**config.mk**
```make
export PLATFORM = sky130hd
export DESIGN_NAME = cdb_arbiter
export DESIGN_NICKNAME = d
export VERILOG_FILES = /design/src/rtl/cdb_arbiter.sv
export SDC_FILE = /design/constraint.sdc
export NUM_CORES = 1
export LEC_CHECK = 0
export BUFFER_PORTS_ARGS = -buffer_cell sky130_fd_sc_hd__buf_4
export CORE_ASPECT_RATIO = 2
export CORE_MARGIN = 2
export CORE_UTILIZATION = 25
export DETAILED_ROUTE_END_ITERATION = 8
export PLACE_DENSITY = 0.51
export REMOVE_ABC_BUFFERS = 1
export SLEW_MARGIN = 10
export SYNTH_ARGS = -nofsm -noshare
export SYNTH_HDL_FRONTEND = slang
export SYNTH_SLANG_ARGS = --single-unit
```
**constraint.sdc**
```tcl
create_clock -name in_clk -period 8 [get_ports in_clk]
set_input_delay 1.6 -clock in_clk [delete_from_list [all_inputs] [get_ports in_clk]]
set_output_delay 1.6 -clock in_clk [all_outputs]
set_load 0.05 [all_outputs]
```
**src/rtl/cdb_arbiter.sv**
```systemverilog
// Common-data-bus arbiter: per-FU result queues, round-robin grant, registered broadcast.
// Define CDB_LS_PRIORITY_EN to make LS win whenever its queue is non-empty.
module cdb_arbiter #(
  parameter int QUEUE_DEPTH  = 2,
  parameter int GPR_SIZE     = 64,
  parameter int ROB_IDX_SIZE = 5,
  parameter int CNT_W        = $clog2(QUEUE_DEPTH + 1)
) (
  input  logic                    in_clk,
  input  logic                    in_rst,
  input  logic                    in_rob_is_mispred,
  input  logic                    in_alu_valid,
  input  logic [GPR_SIZE-1:0]     in_alu_value,
  input  logic [ROB_IDX_SIZE-1:0] in_alu_dst_rob_index,
  input  logic                    in_alu_set_nzcv,
  input  logic [3:0]              in_alu_nzcv,
  output logic                    out_alu_ready,
  input  logic                    in_ls_valid,
  input  logic [GPR_SIZE-1:0]     in_ls_value,
  input  logic [ROB_IDX_SIZE-1:0] in_ls_dst_rob_index,
  output logic                    out_ls_ready,
  output logic                    out_cdb_done,
  output logic [ROB_IDX_SIZE-1:0] out_cdb_rob_index,
  output logic [GPR_SIZE-1:0]     out_cdb_value,
  output logic                    out_cdb_set_nzcv,
  output logic [3:0]              out_cdb_nzcv,
  output logic                    out_cdb_fu_id
);

  localparam int PTR_W = $clog2(QUEUE_DEPTH);
  localparam logic FU_ALU = 1'b0;
  localparam logic FU_LS  = 1'b1;
  localparam logic [CNT_W-1:0] FULL = CNT_W'(QUEUE_DEPTH);
  localparam logic [PTR_W-1:0] PTR_ONE = PTR_W'(1);
  localparam logic [CNT_W-1:0] CNT_ONE = CNT_W'(1);

  logic [GPR_SIZE-1:0]     alu_val_mem  [QUEUE_DEPTH];
  logic [ROB_IDX_SIZE-1:0] alu_rob_mem  [QUEUE_DEPTH];
  logic                    alu_setf_mem [QUEUE_DEPTH];
  logic [3:0]              alu_nzcv_mem [QUEUE_DEPTH];
  logic [GPR_SIZE-1:0]     ls_val_mem   [QUEUE_DEPTH];
  logic [ROB_IDX_SIZE-1:0] ls_rob_mem   [QUEUE_DEPTH];

  logic [PTR_W-1:0] alu_head_q, alu_head_d;
  logic [PTR_W-1:0] alu_tail_q, alu_tail_d;
  logic [CNT_W-1:0] alu_cnt_q, alu_cnt_d;
  logic [PTR_W-1:0] ls_head_q, ls_head_d;
  logic [PTR_W-1:0] ls_tail_q, ls_tail_d;
  logic [CNT_W-1:0] ls_cnt_q, ls_cnt_d;
  logic             last_grant_q, last_grant_d;

  logic                    cdb_done_q, cdb_done_d;
  logic [ROB_IDX_SIZE-1:0] cdb_rob_q, cdb_rob_d;
  logic [GPR_SIZE-1:0]     cdb_val_q, cdb_val_d;
  logic                    cdb_setf_q, cdb_setf_d;
  logic [3:0]              cdb_nzcv_q, cdb_nzcv_d;
  logic                    cdb_fu_q, cdb_fu_d;

  logic alu_ne, ls_ne;
  logic grant_alu, grant_ls;
  logic alu_push, ls_push;
  logic flush;

  assign flush         = in_rob_is_mispred;
  assign out_alu_ready = (alu_cnt_q != FULL);
  assign out_ls_ready  = (ls_cnt_q != FULL);
  assign alu_ne        = (alu_cnt_q != '0);
  assign ls_ne         = (ls_cnt_q != '0);
  assign alu_push      = in_alu_valid & out_alu_ready & ~flush;
  assign ls_push       = in_ls_valid & out_ls_ready & ~flush;

`ifdef CDB_LS_PRIORITY_EN
  assign grant_ls  = ls_ne;
  assign grant_alu = alu_ne & ~ls_ne;
`else
  // On contention the FU that did not win last time takes the bus.
  always_comb begin
    grant_alu = 1'b0;
    grant_ls  = 1'b0;
    if (alu_ne && ls_ne) begin
      grant_alu = (last_grant_q == FU_LS);
      grant_ls  = (last_grant_q == FU_ALU);
    end else begin
      grant_alu = alu_ne;
      grant_ls  = ls_ne;
    end
  end
`endif

  always_comb begin
    alu_head_d = alu_head_q;
    alu_tail_d = alu_tail_q;
    alu_cnt_d  = alu_cnt_q;
    ls_head_d  = ls_head_q;
    ls_tail_d  = ls_tail_q;
    ls_cnt_d   = ls_cnt_q;
    if (flush) begin
      alu_head_d = '0;
      alu_tail_d = '0;
      alu_cnt_d  = '0;
      ls_head_d  = '0;
      ls_tail_d  = '0;
      ls_cnt_d   = '0;
    end else begin
      if (alu_push) alu_tail_d = alu_tail_q + PTR_ONE;
      if (grant_alu) alu_head_d = alu_head_q + PTR_ONE;
      unique case ({alu_push, grant_alu})
        2'b10:   alu_cnt_d = alu_cnt_q + CNT_ONE;
        2'b01:   alu_cnt_d = alu_cnt_q - CNT_ONE;
        default: alu_cnt_d = alu_cnt_q;
      endcase
      if (ls_push) ls_tail_d = ls_tail_q + PTR_ONE;
      if (grant_ls) ls_head_d = ls_head_q + PTR_ONE;
      unique case ({ls_push, grant_ls})
        2'b10:   ls_cnt_d = ls_cnt_q + CNT_ONE;
        2'b01:   ls_cnt_d = ls_cnt_q - CNT_ONE;
        default: ls_cnt_d = ls_cnt_q;
      endcase
    end
  end

  // Data registers hold their last broadcast when there is no grant.
  always_comb begin
    cdb_done_d   = 1'b0;
    cdb_rob_d    = cdb_rob_q;
    cdb_val_d    = cdb_val_q;
    cdb_setf_d   = cdb_setf_q;
    cdb_nzcv_d   = cdb_nzcv_q;
    cdb_fu_d     = cdb_fu_q;
    last_grant_d = last_grant_q;
    if (flush) begin
      last_grant_d = FU_LS;
    end else if (grant_alu) begin
      cdb_done_d   = 1'b1;
      cdb_rob_d    = alu_rob_mem[alu_head_q];
      cdb_val_d    = alu_val_mem[alu_head_q];
      cdb_setf_d   = alu_setf_mem[alu_head_q];
      cdb_nzcv_d   = alu_nzcv_mem[alu_head_q];
      cdb_fu_d     = FU_ALU;
      last_grant_d = FU_ALU;
    end else if (grant_ls) begin
      cdb_done_d   = 1'b1;
      cdb_rob_d    = ls_rob_mem[ls_head_q];
      cdb_val_d    = ls_val_mem[ls_head_q];
      cdb_setf_d   = 1'b0;
      cdb_nzcv_d   = 4'b0000;
      cdb_fu_d     = FU_LS;
      last_grant_d = FU_LS;
    end
  end

  always_ff @(posedge in_clk) begin
    if (alu_push) begin
      alu_val_mem[alu_tail_q]  <= in_alu_value;
      alu_rob_mem[alu_tail_q]  <= in_alu_dst_rob_index;
      alu_setf_mem[alu_tail_q] <= in_alu_set_nzcv;
      alu_nzcv_mem[alu_tail_q] <= in_alu_nzcv;
    end
    if (ls_push) begin
      ls_val_mem[ls_tail_q] <= in_ls_value;
      ls_rob_mem[ls_tail_q] <= in_ls_dst_rob_index;
    end
  end

  always_ff @(posedge in_clk or posedge in_rst) begin
    if (in_rst) begin
      alu_head_q   <= '0;
      alu_tail_q   <= '0;
      alu_cnt_q    <= '0;
      ls_head_q    <= '0;
      ls_tail_q    <= '0;
      ls_cnt_q     <= '0;
      last_grant_q <= FU_LS;
      cdb_done_q   <= 1'b0;
      cdb_rob_q    <= '0;
      cdb_val_q    <= '0;
      cdb_setf_q   <= 1'b0;
      cdb_nzcv_q   <= 4'b0000;
      cdb_fu_q     <= FU_ALU;
    end else begin
      alu_head_q   <= alu_head_d;
      alu_tail_q   <= alu_tail_d;
      alu_cnt_q    <= alu_cnt_d;
      ls_head_q    <= ls_head_d;
      ls_tail_q    <= ls_tail_d;
      ls_cnt_q     <= ls_cnt_d;
      last_grant_q <= last_grant_d;
      cdb_done_q   <= cdb_done_d;
      cdb_rob_q    <= cdb_rob_d;
      cdb_val_q    <= cdb_val_d;
      cdb_setf_q   <= cdb_setf_d;
      cdb_nzcv_q   <= cdb_nzcv_d;
      cdb_fu_q     <= cdb_fu_d;
    end
  end

  assign out_cdb_done      = cdb_done_q;
  assign out_cdb_rob_index = cdb_rob_q;
  assign out_cdb_value     = cdb_val_q;
  assign out_cdb_set_nzcv  = cdb_setf_q;
  assign out_cdb_nzcv      = cdb_nzcv_q;
  assign out_cdb_fu_id     = cdb_fu_q;

endmodule
```
==> flow_summary.yaml <==
status:
  outcome: "finished clean"
finish:
  nFillCells: 5521
  fin_nets: 1201
  layout_common_cells: "edfxtp_1, buf_4, mux2i_1"
  final_area_mm2: 0.0178
  area_delta_synth_final_pct: 25.7
  drive_above_1_share_pct: 35.3
  diodes: 0
  layout_commonest_cell: "edfxtp_1"
  fin_util_pct: 31.7
die:
  die_x_um: 172
  start_util_pct: 25.2
  die_h_um: 341
  core.rowCount: 123
  dieArea_mm2: 0.0588
  io_pins: 226
  core_area_mm2: 0.0562
global_route:
  grt_usage_pct: 12.2
  antenna_found_initial: 0
  grt_max_degree: 83
  grt_pass1_wl_um: 52100
  grt_overflow_total: 0
  grt_pass1_vias: 8064
timing:
  worst_slew_margin_rel_pct: 19.6
  hold_viol_final: 0
  period_share_pct: 38.8
  clock.fmax_mhz: 322
  tns_ps: 0
  rsz0062_at_grt: "no"
  tightest_slew_ps: 1210
  finalMaxSlewViolations: 0
  layout_min_cycle_time_ps: 3100
  finalSetupViolCount: 0
  finClkSkew_ps: 16.4
critical_path:
  critPathMaxFanout: 7
  crit_required_ps: 6400
  endpoint_kind: "primary output"
  r2r-start: "ls_cnt_q[1]$_DFFE_PP0P_"
  crit_start: "ls_cnt_q[1]$_DFFE_PP0P_"
  worstPathArrival_ps: 1500
  r2r_end: "out_cdb_value[12]$_DFFE_PP0P_"
  worst_r2r_path_depth: 4
  regToRegSetupSlack_ps: 5400
  critPathKind: "reg2out"
  start_kind: "flop"
place:
  gp_congestion: 0.718
  io_buffers: 225
  hpwlAfterDp_um: 22600
  placed_area_mm2: 0.0167
pwr:
  internal-power_w: 0.00396
  pwr-share-seq_pct: 41.7
  comb_power_share_pct: 30.9
  power_w: 0.00611
  p_sw_share_pct: 35.2
  peakVddDrop_uv: 223
  netSwitchingPower_w: 0.00215
  power_density_mw_per_mm2: 343
  p_clk_share_pct: 27.4
  p_leak_nw: 6.52
route:
  postRouteAntennaNets: 0
  wl_um: 35500
  wire_per_inst_um: 19.4
  firstDrtPassIters: 4
  drt-initial-drc-count: 356
  via_per_inst: 4.09
  route.detailed.drc: 0
  vias: 7487
logic_synthesis:
  syn_area_per_cell_um2: 17.3
  yosysSeqAreaShare_pct: 75.6
  ys_seq_elements: 371
  synth_cells: 820
  ys_types: 36
  syn-cell-area_mm2: 0.0142
  synth_warnings: 0
clock_network:
  cts_made_buffers: 35
  cts-root-buf: "clkbuf_16"
  cts_tree: "built"
  cts_resized: 0
  clock_latency_ps: 540
  cts.sinks: 371
  cts_setup_buffers: 0
  cts.path.max_buffers: 3
  holdBufCountCts: 0
  path_clk_slew_ps: 60
  htreeDepth: 2
hold_path:
  min_delay_path_depth: 2
  hp-class: "reg2reg"
  hold_path_end: "out_cdb_value[0]$_DFFE_PP0P_"
  min-delay-start: "out_cdb_value[0]$_DFFE_PP0P_"
job:
  maxCapViolCount: 0
cell families (layout without fill, tap and decap cells):
family	Yosys count	after routing	share of synthesized area [%]
buf+inv	43	302	1.88
xor+xnor	4	4	0.247
compound gates	88	88	3.68
flops	371	371	75.6
simple gates	101	101	2.99
mux	213	213	15.6
cell usage after synthesis:
cell type  count  area share [%]
o21ai_2       12            0.74
o22ai_4        1            0.14
dfstp_2        1            0.19
nor4b_1        1           0.062
nor2_4         1           0.079
mux2i_1      144              10
nand2b_1       2           0.088
nand3_1        1           0.035
o21ai_1       60             2.1
a211o_1        1           0.062
clkbuf_1       8            0.21
buf_4          4            0.21
mux2_2        69             5.5
xor2_1         3            0.19
o21a_1         3            0.16
nor3_1         3            0.11
buf_6          7            0.56
o21ai_0        5            0.18
buf_2         18            0.64
nor3b_1        2            0.11
inv_1          2           0.053
edfxtp_1     286              61
or2b_1         1           0.053
or2_4          1           0.062
a21oi_1        2           0.071
o21bai_1       1           0.053
a32oi_1        1           0.062
nand2_1       79             2.1
xnor2_1        1           0.062
a31oi_1        1           0.044
nor2_1         8            0.21
nand3b_1       1           0.053
a21o_1         1           0.053
dfrtp_1       84              15
clkbuf_4       4            0.21
or3_1          1           0.044
stage by stage:
step | setup slack (ps) | std cells | hold slack [ps]
floorplan | 259 | 779 | 492
global placement | 4320 | 1766 | 471
detailed placement | 4310 | 1766 | 473
CTS | 4860 | 1829 | 486
global route | 4700 | 1829 | 509
finish | 4900 | 1829 | 479
worst max-delay path, stage by stage, from the launching register on:
cell and delay (ps):
dfrtp_1 490, or2b_1 290, buf_4 200
how the worst max path moves through the flow:
stage                                          endpoint  slack (ps)  depth (start not counted)
after detailed placement  out_cdb_value[12]$_DFFE_PP0P_        4310                          4
final                                      out_ls_ready        4900                          2
after floorplan            alu_nzcv_mem[1][0]$_DFFE_PP_         260                          2
after global routing      out_cdb_value[48]$_DFFE_PP0P_        4700                          5
after CTS                                  out_ls_ready        4860                          2
after global placement    out_cdb_value[13]$_DFFE_PP0P_        4320                          4
power by group through the flow:
| stage | registers, W | logic (W) | clock network, W |
|---|---|---|---|
| finish | 0.00255 | 0.00189 | 0.00167 |
| global route | 0.00258 | 0.00202 | 0.00179 |
| CTS | 0.00256 | 0.00193 | 0.00173 |
| detailed placement | 0.00260 | 0.00194 | 0 |
| global placement | 0.00259 | 0.00192 | 0 |
| floorplan | 0.00322 | 0.000664 | 0 |
cell type report:
class,count,area (um^2),area share [%]
sequential,371,10700,60.2
multi-input combinational,406,3230,18.1
timing repair buffer,237,1780,9.98
clock buffer,49,1010,5.67
tap,750,938,5.27
clock inverter,14,135,0.758
inverter,2,10.0,0.0562
registers in the layout, summed over array words and instances, names as in the netlist, 2 cells and up:
signal	cells
alu_cnt_q	2
alu_nzcv_mem	8
alu_rob_mem	10
alu_setf_mem	2
alu_val_mem	128
ls_cnt_q	2
ls_rob_mem	10
ls_val_mem	128
out_cdb_nzcv	4
out_cdb_rob_index	5
out_cdb_value	64
layer usage:
| metal | vias up | track usage (%) | routed length (um) |
|---|---|---|---|
| met5 | - | 0 | 0 |
| met2 | 182 | 22.2 | 19000 |
| met4 | 0 | 4.24 | 952 |
| met3 | 47 | 2.16 | 1660 |
| met1 | 3697 | 14.1 | 13900 |
| li1 | 3561 | - | - |
(Power assumes the default switching activity.)
